<file path="src/rtl/register_file.sv">
`default_nettype none
// ============================================================================
// Module      : register_file
// Description : 16 x 32-bit ARM-style register file. Two combinational read
//               ports and one write port updated on the falling clock edge.
//               Address 15 is not stored; reads of it return the supplied
//               R15 (PC+8) value and writes to it are dropped.
// Revision    : 1.0 - initial release
// ============================================================================
module register_file #(
    parameter int DATA_W = 32,
    parameter int ADDR_W = 4,
    parameter int PC_IDX = 15
) (
    input  logic              CLK,
    input  logic              RST,
    input  logic [ADDR_W-1:0] A1,
    input  logic [ADDR_W-1:0] A2,
    input  logic [ADDR_W-1:0] A3,
    input  logic [DATA_W-1:0] WD3,
    input  logic              WE3,
    input  logic [DATA_W-1:0] R15,
    output logic [DATA_W-1:0] RD1,
    output logic [DATA_W-1:0] RD2
);

    localparam int              c_num_regs = 2 ** ADDR_W;
    localparam logic [ADDR_W-1:0] c_pc_addr = ADDR_W'(PC_IDX);

    // The PC slot exists in the array only to keep indexing uniform. It is
    // cleared by reset, never written and never read, so it trims away.
    logic [DATA_W-1:0] r_regs [0:c_num_regs-1];

    logic w_wr_en;
    logic [DATA_W-1:0] w_rd1;
    logic [DATA_W-1:0] w_rd2;

    // PC writes are handled by the fetch logic, so a write aimed at R15 is dropped.
    assign w_wr_en = WE3 && (A3 != c_pc_addr);

    // Falling-edge update: a write made this cycle is readable before the
    // rising-edge consumers sample. Reset wins over a concurrent write.
    always_ff @(negedge CLK) begin
        if (RST) begin
            for (int i = 0; i < c_num_regs; i++) begin
                r_regs[i] <= '0;
            end
        end else if (w_wr_en) begin
            r_regs[A3] <= WD3;
        end
    end

    // Zero-latency reads with no write bypass; R15 is muxed in combinationally.
    always_comb begin
        w_rd1 = (A1 == c_pc_addr) ? R15 : r_regs[A1];
        w_rd2 = (A2 == c_pc_addr) ? R15 : r_regs[A2];
    end

    assign RD1 = w_rd1;
    assign RD2 = w_rd2;

endmodule
`default_nettype wire

</file>
<file path="config.mk">
export PLATFORM = sky130hd
export DESIGN_NAME = register_file
export DESIGN_NICKNAME = d
export VERILOG_FILES = /design/src/rtl/register_file.sv
export SDC_FILE = /design/constraint.sdc
export NUM_CORES = 1
export LEC_CHECK = 0
export BUFFER_PORTS_ARGS = -buffer_cell sky130_fd_sc_hd__buf_2
export CORE_MARGIN = 4
export CORE_UTILIZATION = 40
export CTS_BUF_LIST = sky130_fd_sc_hd__clkbuf_4 sky130_fd_sc_hd__clkbuf_8
export DETAILED_ROUTE_END_ITERATION = 10
export HOLD_SLACK_MARGIN = 0.06
export PLACE_DENSITY = 0.56
export SYNTH_ARGS = -nofsm -noshare
export SYNTH_HDL_FRONTEND = slang
export SYNTH_SLANG_ARGS = --single-unit
</file>
<file path="constraint.sdc">
create_clock -name CLK -period 1.9 [get_ports CLK]
set_input_delay 0.285 -clock CLK [delete_from_list [all_inputs] [get_ports CLK]]
set_output_delay 0.285 -clock CLK [all_outputs]
set_load 0.02 [all_outputs]
</file>
After elaboration in Yosys (flattened, before gate mapping)
Memories as Yosys holds them, arrays and structs flattened.
Cells that the tools add are included.

storage, ports and cells
  bits in registers = 0
  RAM bits = 512
  bits of input ports = 79
  logic and storage cells = 16
  memories kept = 1

memory list
  memory  depth  width  read ports  clocked after memory_dff  write ports  line  text
  r_regs  16     32     2           0                         16           32    logic [DATA_W-1:0] r_regs [0:c_num_regs-1];

cells by class
  equal/unequal tests = 3
  multiplexer cells = 10
  reduce and logical (&&, ||, !) cells = 2

operator list
  cell                number
  $mux 32             3
  $reduce_or 32->1    1
  $eq 4x4->1 const B  2
  $mux 1              6
  $mux 4              1
  $ne 4x4->1 const B  1
  $logic_and 1x1->1   1

Logic depth before layout (Yosys ltp)
Gate-level depths: netlist of run 1.

  depth after elaboration = 7
  depth in mapped cells = 8
  mapped depth without buffers = 4

==> impl_metrics.yaml, run 1 <==
timing:
  hold_slack_ps: 913
  setup_violations: 1024
  slew_viol_final: 0
  max_slew.worst_pin.slew_ps: 384
  hold_viol: 0
  relSlewSlack: 0.744
  timing.final.ws_setup_ps: -1500
  rsz0062_at_grt: "yes"
power:
  power_mw: 32.0
  powerDensity_nw_per_um2: 845
  power.leakage_nw: 16.1
  ir_drop_mv: 0.603
critical_path:
  critical-path-top-delay-family: "multiplexers"
  cp.arrival_ps: 3110
  end_kind: "primary output"
  cp.buffers_inverters: 2
  cpPeakStageDelay_ps: 500
  crit_type: "flip-flop to primary output"
  crit_slowest_cell: "mux4_2"
  start_kind: "flip-flop"
  worstPathMaxFanout: 2
  crit_chain: "mux4_2 -> mux2i_2 -> buf_4 -> o22ai_2 -> buf_6"
  cp.required_ps: 1620
global_routing:
  grt_max_degree: 47
  grt_pass1_wl_um: 148000
  antenna_found_initial: 6
  grt_pass1_vias: 23200
  grtUsageTotal: 0.290
  gr-total-overflow: 0
clock_network:
  htree_levels: 3
  cts.sinks: 480
  cts_tree: "done"
  ctsHoldBuffers: 0
  path_clk_slew_ps: 40
  cts_buffers: 89
  cts-root-buf: "clkbuf_8"
  clockBufferDepth: 3
finish:
  final_cells: 3737
  final_util: 0.588
  layout_commonest_cell: "inv_1"
  largest_register: "r_regs"
  largest_reg_flops: 480
  layout-drive-gt1-share: 0.379
  fillers: 5020
  layout_common_cells: "505 x inv_1, 480 x edfxtp_1, 422 x and2_1"
  reg_top3: "r_regs: 480 flops"
  syn_to_final_growth_pct: 45.6
  fin_nets: 2896
die:
  coreArea_um2: 64300
  start_util: 0.404
  die_h_um: 263
  dieWidth_um: 263
  ios: 143
  rows: 93
  die_area_um2: 69100
logic_synthesis:
  yosysTopAreaCell: "edfxtp_1"
  synthTopCellsByArea: "edfxtp_1 55%, and2_1 12%, mux4_2 11%, mux2i_1 6.2%, o22ai_1 3.1%"
  synth_area_um2: 26000
  avgSynthCellArea_um2: 13.7
  syn_inst: 1903
  syn_nets: 1982
  ys_seq_area_frac: 0.554
  ys_seq_elements: 480
  yosysTopAreaCellShare: 0.554
  ys_types: 34
  yosys_warnings: 0
outcome:
  violations: "negative setup slack"
  status: "finished, violations left"
routing:
  vias: 22000
  drcViolationCount: 0
  wl_um: 109000
  final_antenna_net_count: 0
  drt_iter0_markers: 2745
  routedWlPerCell_um: 29.3
  routed_via_density: 5.89
  drt-pass1-iter-count: 7
job:
  maxCapViolCount: 0
place:
  portBuffers: 142
  place.gp.congestion: 0.850
  post-place-ws_ps: -934
  dpl.hpwl_um: 61100
  placed_cells: 2971
min_path:
  hp-class: "input port to primary output"
routing by layer:
metal / GRT usage / vias up / part of all wire
met4: 0.136 / 4 / 0.037
met2: 0.453 / 1541 / 0.48
met5: 0 / - / 0.00017
li1: - / 9135 / -
met1: 0.375 / 11000 / 0.38
met3: 0.0859 / 288 / 0.11
final cells by class:
class	instances	area, um2	share of cell area
repair buffers	534	6930	0.183
flip-flops and latches	480	14400	0.381
multi-input cells	1232	12000	0.317
clock buffers	90	1240	0.0327
well taps	855	1070	0.0283
diodes	4	10.0	0.000264
clock inverters	542	2210	0.0583
power by group:
part	switching (mW)	total, mW	internal (mW)
clock network	7.71	14.0	6.33
logic	2.67	5.19	2.52
registers	0.400	12.8	12.4
total	10.8	32.0	21.2
cell usage after synthesis:
cell type / instances
and2_1: 481
edfxtp_1: 480
mux2i_1: 160
clkbuf_1: 133
mux4_2: 129
o22ai_1: 127
nand2b_1: 36
nand2_1: 33
nor2b_1: 33
o21ai_0: 33
a211o_1: 32
a31oi_1: 32
mux2_2: 32
a22oi_1: 31
buf_2: 31
o221a_2: 31
buf_4: 16
or2_2: 16
nor2_1: 12
buf_1: 5
buf_6: 5
nor3_1: 2
nor3_2: 2
and2b_1: 1
inv_1: 1
nand2b_4: 1
nand3_1: 1
nand3b_1: 1
nand4_1: 1
nand4b_1: 1
nand4bb_4: 1
nor3b_2: 1
o22a_1: 1
or3b_1: 1
kinds of logic (layout without fill, tap and decap cells):
family | count (synthesis) | in the layout | share of synthesized area
AND/OR/NAND/NOR | 624 | 624 | 0.148
other | 0 | 4 | 0
AO/OA/AOI/OAI | 287 | 287 | 0.0781
multiplexers | 321 | 321 | 0.187
flip-flops | 480 | 480 | 0.554
buffers and inverters | 191 | 1166 | 0.0328
repair_timing:
item / 4_1_cts / 5_1_grt
setup endpoints to repair: 770 / 1010
buffers inserted: 81 / 34
hold endpoints to repair: 0 / 0
pin swaps: 27 / 36
gates cloned: 40 / 23
resized for setup: 253 / 216
through the flow:
stage,TNS [ps],cell area [um2]
after floorplan,-423130,26500
after global placement,-779680,30600
after detailed placement,-782360,30600
after CTS,-174690,37000
after global routing,-299330,37900
final,-290970,37900
final timing paths:
path | to | startpoint | depth (start not counted)
max | RD2[29] | r_regs[4][29] | 5
min | RD1[16] | R15[16] | 4
No activity file was read; power rests on OpenSTA's default activity.
==> run 2: changes to the inputs <==
--- a/config.mk
+++ b/config.mk
@@ -12,6 +12,7 @@
 export DETAILED_ROUTE_END_ITERATION = 10
 export HOLD_SLACK_MARGIN = 0.06
 export PLACE_DENSITY = 0.56
+export REMOVE_ABC_BUFFERS = 1
 export SYNTH_ARGS = -nofsm -noshare
 export SYNTH_HDL_FRONTEND = slang
 export SYNTH_SLANG_ARGS = --single-unit
==> constraint.sdc (replaced) <==
create_clock -name CLK -period 3.8 [get_ports CLK]
set_input_delay 0.57 -clock CLK [delete_from_list [all_inputs] [get_ports CLK]]
set_output_delay 0.57 -clock CLK [all_outputs]
set_load 0.02 [all_outputs]
==> run 2 against run 1 <==
  * The flow still finishes with violations (negative setup slack)
  * Via count down 9.2%
  * Utilization down 6.6 points
  * Setup slack gained 730 ps
  * Sequential power shrank 50%
  * Combinational power shrank 60%
  * Final cell count down 6.3%
  * Count of clock-buffer cells in the layout up 3
  * Critical path type unchanged
==> impl_metrics.yaml, run 2 (synthesized netlist as in run 1, its figures left out) <==
outcome:
  status: "finished, violations left"
  violations: "negative setup slack"
routing:
  drt-pass1-iter-count: 6
  final_antenna_net_count: 0
  routedWlPerCell_um: 26.7
  vias: 20000
  routed_via_density: 5.70
  drcViolationCount: 0
  drt_iter0_markers: 1865
  wl_um: 93600
die:
  dieWidth_um: 263
  die_h_um: 263
  coreArea_um2: 64300
  ios: 143
  start_util: 0.404
  rows: 93
  die_area_um2: 69100
global_routing:
  grtUsageTotal: 0.263
  grt_pass1_wl_um: 136000
  grt_max_degree: 55
  grt_pass1_vias: 22000
  antenna_found_initial: 6
  gr-total-overflow: 0
finish:
  layout_commonest_cell: "inv_1"
  syn_to_final_growth_pct: 29.2
  largest_reg_flops: 480
  layout-drive-gt1-share: 0.290
  fin_nets: 2662
  layout_common_cells: "508 x inv_1, 480 x and2_1, 480 x edfxtp_1"
  reg_top3: "r_regs: 480 flops"
  largest_register: "r_regs"
timing:
  relSlewSlack: 0.571
  setup_violations: 64
  timing.final.ws_setup_ps: -767
  max_slew.worst_pin.slew_ps: 643
  hold_viol: 0
  slew_viol_final: 0
  rsz0062_at_grt: "yes"
critical_path:
  start_kind: "flip-flop"
  worstPathMaxFanout: 2
  cp.required_ps: 3230
  end_kind: "primary output"
  crit_type: "flip-flop to primary output"
  cp.arrival_ps: 4000
power:
  ir_drop_mv: 0.251
  powerDensity_nw_per_um2: 467
  power_mw: 15.7
  power.leakage_nw: 14.2
clock_network:
  cts_buffers: 89
  cts_tree: "done"
  cts.sinks: 480
  cts-root-buf: "clkbuf_8"
  htree_levels: 3
  ctsHoldBuffers: 0
  path_clk_slew_ps: 30
  clockBufferDepth: 3
place:
  place.gp.congestion: 0.821
  dpl.hpwl_um: 58200
  post-place-ws_ps: -282
  portBuffers: 142
min_path:
  hp-class: "input port to primary output"
job:
  maxCapViolCount: 0
run 2: layout make-up:
cell class / count / area (um2)
Fill cell: 5560 / 30800
Sequential cell: 480 / 14400
Multi-Input combinational cell: 1232 / 11600
Timing Repair Buffer: 300 / 2870
Clock inverter: 541 / 2330
Clock buffer: 93 / 1280
Tap cell: 855 / 1070
Antenna cell: 2 / 5.00
run 2: per-stage QoR:
step / std cells / hold WS [ps] / setup TNS [ps] / instance area (um2) / util
after floorplan: 1713 / 1270 / -340170 / 25200 / -
after global placement: 2857 / 1510 / -135980 / 28800 / 0.447
after detailed placement: 2857 / 1510 / -131230 / 28800 / 0.447
after CTS: 3499 / 1490 / -45110 / 33300 / 0.518
after global routing: 3501 / 1500 / -47350 / 33600 / 0.522
final: 3503 / 1490 / -42850 / 33600 / 0.522
run 2: worst paths after layout:
kind / start / end / slack [ps] / cells after the start
max: r_regs[1][19] / RD2[19] / -770 / 5
min: R15[19] / RD1[19] / 1490 / 4
run 2: repair_timing:
| action | CTS | global route |
|---|---|---|
| pin swaps | 103 | 24 |
| gates resized for setup | 204 | 45 |
| endpoints found under the setup margin | 64 | 64 |
| buffers inserted | 9 | 2 |
run 2: power breakdown:
group	leakage [nW]	total, mW	switching, mW	internal [mW]
Clock	3.52	7.25	3.64	3.61
Combinational	6.10	2.08	1.15	0.936
Sequential	4.58	6.36	0.180	6.18
run 2: metal layers:
| metal | global-route usage | vias to the layer above | share of wire |
|---|---|---|---|
| met5 | 0 | - | 0 |
| met4 | 0.107 | 0 | 0.023 |
| met2 | 0.425 | 1064 | 0.49 |
| met1 | 0.337 | 10100 | 0.40 |
| met3 | 0.0726 | 172 | 0.085 |
| li1 | - | 8638 | - |
run 2: critical path, cell delays in order, from the launching register on:
cell	delay, ps
edfxtp_1	410
mux4_2	470
mux2i_1	150
buf_4	160
o22ai_2	70
buf_4	170
==> run 3: changes to the inputs <==
--- a/config.mk
+++ b/config.mk
@@ -6,7 +6,6 @@
 export NUM_CORES = 1
 export LEC_CHECK = 0
 export BUFFER_PORTS_ARGS = -buffer_cell sky130_fd_sc_hd__buf_2
-export CORE_MARGIN = 4
 export CORE_UTILIZATION = 40
 export CTS_BUF_LIST = sky130_fd_sc_hd__clkbuf_4 sky130_fd_sc_hd__clkbuf_8
 export DETAILED_ROUTE_END_ITERATION = 10
==> run 3 against run 2 <==
  * The flow still finishes with violations (negative setup slack)
  * Sequential cell count stayed put
  * Setup slack lost 46 ps
  * Count of clock-buffer cells in the layout down 2
  * Combinational power shrank 4%
  * Largest power group unchanged
  * Critical endpoint is now RD1[23]
  * Critical path depth unchanged
  * Via count down 0.92%
  * Utilization shrank 1.0 points
==> impl_metrics.yaml, run 3 (synthesized netlist as in run 1, its figures left out) <==
outcome:
  status: "finished, violations left"
  violations: "negative setup slack"
power:
  switchingPower_mw: 4.94
  ir_drop_mv: 0.255
  clockPowerShare: 0.453
  power.leakage_nw: 13.9
  comb_power_share: 0.131
  p_sw_frac: 0.324
  intPower_mw: 10.3
  seq_power_share: 0.416
  powerDensity_nw_per_um2: 464
timing:
  fin_tns_setup_ps: -46270
  setup_violations: 64
  hold_viol: 0
  timing.final.ws_setup_ps: -812
  rsz0062_at_grt: "yes"
  slew_viol_final: 0
  max_slew.worst_pin.slew_ps: 1060
  relSlewSlack: 0.289
finish:
  largest_register: "r_regs"
  layout_common_cells: "504 x inv_1, 480 x and2_1, 480 x edfxtp_1"
  layout-drive-gt1-share: 0.276
  largest_reg_flops: 480
  layout_commonest_cell: "inv_1"
  fin_nets: 2647
  syn_to_final_growth_pct: 26.6
  fin_area_um2: 32900
  fillers: 5680
  final_cells: 3490
  reg_top3: "r_regs: 480 flops"
place:
  post_dp_cell_area_um2: 28700
  placed_cells: 2850
  dpl.hpwl_um: 55000
  portBuffers: 142
  post-place-ws_ps: -394
  place.gp.congestion: 0.838
die:
  dieWidth_um: 257
  die_h_um: 257
  ios: 143
  start_util: 0.404
  rows: 93
  coreArea_um2: 64300
  die_area_um2: 66000
routing:
  vias: 19800
  routedWlPerCell_um: 25.9
  wl_um: 90300
  drt_iter0_markers: 1880
  final_antenna_net_count: 0
  routed_via_density: 5.67
  drt-pass1-iter-count: 5
  drcViolationCount: 0
min_path:
  hold_start: "R15[26]"
  hp-class: "input port to primary output"
  hold_path_end: "RD1[26]"
  whs_path_depth: 4
clock_network:
  clockBufferDepth: 3
  cts-root-buf: "clkbuf_8"
  ctsHoldBuffers: 0
  cts.sinks: 480
  cts_buffers: 89
  path_clk_slew_ps: 30
  cts_tree: "done"
  htree_levels: 3
critical_path:
  end_kind: "primary output"
  worstPathMaxFanout: 2
  cp.arrival_ps: 4040
  cp.required_ps: 3230
  start_kind: "flip-flop"
  crit_type: "flip-flop to primary output"
global_routing:
  gr-total-overflow: 0
  grt_pass1_vias: 21600
  antenna_found_initial: 4
  grt_pass1_wl_um: 132000
  grtUsageTotal: 0.272
  grt_max_degree: 65
job:
  maxCapViolCount: 0
-- run 3: layout make-up --
type | count | area [um2] | area share
antenna | 1 | 2.50 | 0.0000760
clock buffer | 91 | 1250 | 0.0380
clock inverter | 546 | 2260 | 0.0686
multi-input combinational | 1232 | 11300 | 0.344
sequential | 480 | 14400 | 0.438
tap | 855 | 1070 | 0.0325
timing repair buffer | 285 | 2620 | 0.0795
-- run 3: worst max-delay path by stage --
stage                       start       endpoint  slack, ps  cells after the start
global placement            A3[0]  r_regs[2][21]       -420                      8
finish              r_regs[3][23]        RD1[23]       -810                      5
CTS                 r_regs[5][23]        RD2[23]       -850                      5
floorplan                     RST   r_regs[1][0]      -1010                      3
global route        r_regs[0][24]        RD2[24]       -890                      5
detailed placement          A3[0]   r_regs[2][9]       -390                      8
-- run 3: layer usage --
metal  global-route usage  wire [um]  share of wire
met5                    0          0              0
met4                0.122       2290          0.025
met3               0.0726       7200          0.080
met1                0.345      37200           0.41
met2                0.436      43700           0.48
-- run 3: critical path: stages, from the launching register on --
cell and delay (ps):
edfxtp_1 370, buf_4 140, mux4_2 450, a22oi_2 230
nand2_1 110, buf_2 170
-- run 3: power by group through the flow --
stage / combinational (mW) / sequential [mW] / clock [mW]
floorplan: 0.905 / 6.33 / 0.748
global placement: 1.80 / 6.39 / 0.748
detailed placement: 1.81 / 6.40 / 0.748
CTS: 1.97 / 6.34 / 7.11
global route: 2.10 / 6.37 / 7.65
finish: 2.00 / 6.35 / 6.91
-- run 3: stage by stage --
| step | hold WS [ps] | utilization | power (mW) |
|---|---|---|---|
| CTS | 1500 | 0.510 | 15.4 |
| global route | 1520 | 0.512 | 16.1 |
| detailed placement | 1510 | 0.446 | 8.96 |
| finish | 1480 | 0.512 | 15.3 |
| floorplan | 1270 | - | 7.98 |
| global placement | 1520 | 0.446 | 8.93 |
-- run 3: what timing repair did --
| item | 4_1_cts | 5_1_grt |
|---|---|---|
| buffers inserted | 1 | 2 |
| pin swaps | 55 | 16 |
| endpoints found under the setup margin | 64 | 64 |
| gates resized for setup | 148 | 20 |
| cloned | 0 | 0 |
